`src/rtl/spi_pkg.sv`:
```
// Shared definitions for the configurable SPI master: FSM states and mode-bit positions.
package spi_pkg;

    typedef enum logic [1:0] {
        IDLE  = 2'd0,
        LEAD  = 2'd1,
        SHIFT = 2'd2,
        TRAIL = 2'd3
    } spi_state_e;

    localparam int unsigned CPOL_BIT = 1;
    localparam int unsigned CPHA_BIT = 0;

endpackage

```
`src/rtl/spi_clk_div.sv`:
```
// SCLK half-period divider: tick is high once every DIV clk cycles, phase restarted by load.
module spi_clk_div #(
    parameter int unsigned DIV = 2
) (
    input  logic clk,
    input  logic reset,
    input  logic load,
    output logic tick
);

    localparam logic [7:0] RELOAD = 8'(DIV - 1);

    logic [7:0] cnt;

    always_ff @(posedge clk) begin
        if (reset || load) begin
            cnt <= RELOAD;
        end else if (cnt == '0) begin
            cnt <= RELOAD;
        end else begin
            cnt <= cnt - 8'd1;
        end
    end

    assign tick = (cnt == '0);

endmodule

```
`src/rtl/spi_master_cfg.sv`:
```
// SPI master with run-time CPOL/CPHA and bit order, compile-time frame length and SCLK divider.
module spi_master_cfg
    import spi_pkg::*;
#(
    parameter int unsigned DATA_W = 16,
    parameter int unsigned DIV    = 2
) (
    input  logic                      clk,
    input  logic                      reset,
    input  logic                      start,
    input  logic [DATA_W-1:0]         datain,
    input  logic [1:0]                mode,
    input  logic                      lsb_first,
    input  logic                      spi_miso,
    output logic                      spi_cs_l,
    output logic                      spi_sclk,
    output logic                      spi_data,
    output logic                      busy,
    output logic                      done,
    output logic [DATA_W-1:0]         dataout,
    output logic [$clog2(DATA_W):0]   counter
);

    localparam int unsigned CW = $clog2(DATA_W) + 1;
    localparam int unsigned EW = $clog2(2 * DATA_W) + 1;
    localparam logic [CW-1:0] CNT_ONE   = CW'(1);
    localparam logic [EW-1:0] EDGE_ONE  = EW'(1);
    localparam logic [EW-1:0] LAST_EDGE = EW'(2 * DATA_W - 1);

    spi_state_e        state;
    logic [DATA_W-1:0] tx_sr;
    logic [DATA_W-1:0] rx_sr;
    logic [1:0]        mode_q;
    logic              lsb_q;
    logic [EW-1:0]     edge_cnt;
    logic              tick;
    logic              accept;
    logic              leading;
    logic              last_edge;
    logic              sample_edge;
    logic              drive_edge;

    function automatic logic first_bit(input logic [DATA_W-1:0] w, input logic lsb);
        return lsb ? w[0] : w[DATA_W-1];
    endfunction

    function automatic logic [DATA_W-1:0] shift_out(input logic [DATA_W-1:0] w, input logic lsb);
        return lsb ? (w >> 1) : (w << 1);
    endfunction

    assign accept = (state == IDLE) && start;

    spi_clk_div #(.DIV(DIV)) u_div (
        .clk   (clk),
        .reset (reset),
        .load  (accept),
        .tick  (tick)
    );

    // edge_cnt holds edges already produced, so an even count means the next edge is leading
    assign leading     = ~edge_cnt[0];
    assign last_edge   = (edge_cnt == LAST_EDGE);
    assign sample_edge = leading ^ mode_q[CPHA_BIT];
    assign drive_edge  = ~sample_edge & ~last_edge;

    always_ff @(posedge clk) begin
        if (reset) begin
            state    <= IDLE;
            spi_cs_l <= 1'b1;
            spi_sclk <= 1'b0;
            spi_data <= 1'b0;
            busy     <= 1'b0;
            done     <= 1'b0;
            counter  <= '0;
            dataout  <= '0;
            mode_q   <= '0;
            lsb_q    <= 1'b0;
            tx_sr    <= '0;
            rx_sr    <= '0;
            edge_cnt <= '0;
        end else begin
            done <= 1'b0;
            case (state)
                IDLE: begin
                    if (start) begin
                        state    <= LEAD;
                        spi_cs_l <= 1'b0;
                        busy     <= 1'b1;
                        mode_q   <= mode;
                        lsb_q    <= lsb_first;
                        spi_sclk <= mode[CPOL_BIT];
                        edge_cnt <= '0;
                        counter  <= '0;
                        rx_sr    <= '0;
                        if (!mode[CPHA_BIT]) begin
                            spi_data <= first_bit(datain, lsb_first);
                            tx_sr    <= shift_out(datain, lsb_first);
                        end else begin
                            tx_sr    <= datain;
                        end
                    end
                end
                LEAD: begin
                    if (tick) state <= SHIFT;
                end
                SHIFT: begin
                    if (tick) begin
                        spi_sclk <= ~spi_sclk;
                        edge_cnt <= edge_cnt + EDGE_ONE;
                        if (sample_edge) begin
                            counter <= counter + CNT_ONE;
                            rx_sr   <= lsb_q ? {spi_miso, rx_sr[DATA_W-1:1]}
                                             : {rx_sr[DATA_W-2:0], spi_miso};
                        end
                        if (drive_edge) begin
                            spi_data <= first_bit(tx_sr, lsb_q);
                            tx_sr    <= shift_out(tx_sr, lsb_q);
                        end
                        if (last_edge) state <= TRAIL;
                    end
                end
                TRAIL: begin
                    if (tick) begin
                        state    <= IDLE;
                        spi_cs_l <= 1'b1;
                        busy     <= 1'b0;
                        done     <= 1'b1;
                        dataout  <= rx_sr;
                        counter  <= '0;
                        spi_data <= 1'b0;
                    end
                end
                default: state <= IDLE;
            endcase
        end
    end

endmodule

```
`config.mk`:
```
export PLATFORM = sky130hd
export DESIGN_NAME = spi_master_cfg
export DESIGN_NICKNAME = d
export VERILOG_FILES = /design/src/rtl/spi_pkg.sv /design/src/rtl/spi_clk_div.sv /design/src/rtl/spi_master_cfg.sv
export SDC_FILE = /design/constraint.sdc
export NUM_CORES = 1
export LEC_CHECK = 0
export CAP_MARGIN = 20
export CORE_ASPECT_RATIO = 1.75
export CORE_UTILIZATION = 60
export DETAILED_ROUTE_END_ITERATION = 8
export GPL_ROUTABILITY_DRIVEN = 0
export HOLD_SLACK_MARGIN = 0.03
export MAX_ROUTING_LAYER = met4
export PLACE_DENSITY = 0.85
export SETUP_SLACK_MARGIN = 0.3
export SYNTH_ARGS = -nofsm -noshare
export SYNTH_HDL_FRONTEND = slang
export SYNTH_SLANG_ARGS = --single-unit
```
`constraint.sdc`:
```
create_clock -name clk -period 5.7 [get_ports clk]
set_input_delay 0.855 -clock clk [delete_from_list [all_inputs] [get_ports clk]]
set_output_delay 0.855 -clock clk [all_outputs]
set_load 0.02 [all_outputs]
```
==> out/qor.yml <==
routing:
  num_vias: 3627
  first_iter_violations: 280
  drtAntennaViolNets: 0
  wirelength_um: 9696
  wl_per_cell_um: 16.35
  dr.pass1.iters: 4
  drc: 0
  post_drt_via_cell_ratio: 6.116
finish:
  regArea_um2: 1523
  insertedDiodeCount: 0
  mostFrequentLayoutCell: "mux2i_1"
  drive_gt1_share_pct: 5.871
  layout.nets: 537
  multiInputGateArea_um2: 2366
  layout_common_cells: "mux2i_1 (80), dfxtp_1 (75), nand2_1 (65)"
  area_growth_pct: 20.13
  finish.instance_area_um2: 4906
  num-fill-cells: 496
worst_setup_path:
  r2r_end: "tx_sr[3]"
  crit_fanout: 32
  cp-start-kind: "flop"
  arrival_ps: 2940
  crit_type: "flop to flop"
  end_kind: "flop"
  regToRegSetupSlack_ps: 3020
  critPathRequiredTime_ps: 5960
  crit_end: "tx_sr[3]"
  worstSetupStartpoint: "state[0]"
  reg2reg_depth: 7
  timing.rr.start: "state[0]"
die:
  num_rows: 39
  fp.dieH_um: 111.1
  ios: 49
  fp.dieArea_um2: 7154
  start_util_pct: 62.46
  core_area_um2: 6539
  die_w_um: 64.37
synthesis:
  synth_nets: 511
  synth_xor_area_share_pct: 1.716
  avgSynthCellArea_um2: 8.508
  synth_mux_area_share_pct: 19.61
  yosysSeqAreaShare_pct: 37.25
  syn_area_um2: 4084
  yosys.area_share.simple_pct: 20.40
  synth_fa_ha_area_share_pct: 2.451
  synth-edff-count: 0
  synth_top_family_by_area: "simple AND/OR/NAND/NOR gates"
  ys_ff_latch: 76
  async_reset_ff_share_pct: 0
  ys_types: 44
  synth_flop_cell: "dfxtp_1"
  syn_inst: 480
  synth_compound_area_share_pct: 13.76
  ys_warn_count: 0
placed_design:
  pre_cts_slack_ps: 2775
  hpwl_um: 6580
  postPlaceCellArea_um2: 4554
  io_buffers: 48
global_routing:
  grt_overflow_total: 0
  grt_pass1_wl_um: 16280
  grt_antenna_before_repair: 0
  grt_max_degree: 46
  grt_pass1_vias: 3689
  grt_use_total_pct: 29.50
clock_tree:
  htree_levels: 3
  cts_resized: 0
  post-cts-setup-buffers: 0
  cts_tree: "done"
  clkTransAtPathRegs_ps: 60
  cts_buffers: 9
  clock-sinks: 76
  cts_buffer_depth: 2
  clk_latency_ps: 340
  cts-root-buf: "clkbuf_16"
  cts_hold_buffers: 0
timing:
  setup_viol: 0
  worst_pin_slew_ps: 1012
  fin_crit_sh_pct: 47.07
  fin_ws_ps: 3017
  rsz0062_at_grt: "false"
  hold_violations: 0
  fmax_mhz: 372.7
  tns_ps: 0
  slew-limit-headroom_pct: 32.06
  drv_slew: 0
  finalClockSkew_ps: 5.667
  whs_ps: 463.4
  min_period_ps: 2683
hold_path:
  hold_class: "flop to flop"
flow_run:
  cap_violations: 0
power_and_ir_drop:
  power.density_nw_per_um2: 414.6
  p_leak_nw: 1.900
  vdd_ir_drop_max_v: 0.0002638
  total_power_mw: 2.034
outcome:
  status: "completed"
[cells by family after synthesis]
kind of cell	after synthesis
buf+inv	50
fa+ha+maj	8
flops	76
simple gates	166
mux	80
compound gates	92
xor+xnor	8
[synth_stat cells (3+ instances only)]
cell type,count,area (um^2)
or4_1,22,165.2
or2_2,5,31.28
xnor2_1,5,43.79
buf_2,7,35.03
xor2_1,3,26.28
o211ai_1,14,105.1
nand3_1,23,115.1
o21ai_0,19,95.09
mux2i_1,80,800.8
nand2_1,65,244.0
inv_1,11,41.29
or3_1,4,25.02
nor2_1,27,101.4
nand4_1,4,25.02
o31ai_1,5,37.54
ha_1,8,100.1
a21oi_1,32,160.2
dfxtp_1,76,1521
clkbuf_1,29,108.9
o21ai_1,6,30.03
[how the worst min path moves through the flow]
| stage | start | to | cells after the start |
|---|---|---|---|
| floorplan | u_div.cnt[0] | u_div.cnt[0] | 1 |
| global placement | u_div.cnt[0] | u_div.cnt[0] | 1 |
| detailed placement | u_div.cnt[0] | u_div.cnt[0] | 1 |
| CTS | u_div.cnt[0] | u_div.cnt[0] | 1 |
| global route | u_div.cnt[0] | u_div.cnt[0] | 1 |
| finish | u_div.cnt[0] | u_div.cnt[0] | 1 |
[worst max-delay path: stages (launching register included)]
cell     delay, ps
dfxtp_1        340
inv_1          100
ha_1           140
buf_4          300
inv_1          100
a21oi_1        600
a211o_1        740
mux2i_1        270
[routing by layer]
| layer | vias to the layer above | track usage [%] | wire, um |
|---|---|---|---|
| met3 | 28 | 5.350 | 356 |
| met4 | 0 | 14.52 | 308 |
| li1 | 1781 | - | - |
| met1 | 1719 | 28.47 | 3524 |
| met2 | 99 | 54.18 | 5507 |
| met5 | - | - | 0 |
[sequential cells by signal, indices dropped and copies added (netlist names), 2 cells and up]
signal,cells
tx_sr,16
state,2
dataout,16
counter,5
edge_cnt,6
u_div.cnt,8
rx_sr,16
[cell type report]
| type | instances | share of cell area, % |
|---|---|---|
| multi-input combinational | 354 | 48.23 |
| sequential | 76 | 31.04 |
| timing repair buffer | 53 | 10.56 |
| clock buffer | 12 | 5.228 |
| tap | 82 | 2.091 |
| clock inverter | 4 | 1.938 |
| inverter | 12 | 0.9181 |
[per-stage QoR]
stage	cells	util, %
floorplan	480	-
global placement	577	69.65
detailed placement	577	69.65
CTS	593	75.03
global route	593	75.03
finish	593	75.03
[power by group]
group | total (mW) | switching [mW] | leakage [nW] | internal, mW
Clock | 0.667 | 0.216 | 0.173 | 0.451
Sequential | 0.698 | 0.0899 | 0.617 | 0.609
Combinational | 0.669 | 0.398 | 1.11 | 0.271
Total | 2.03 | 0.704 | 1.90 | 1.33
Note: power is estimated with default switching activity, not from simulation.
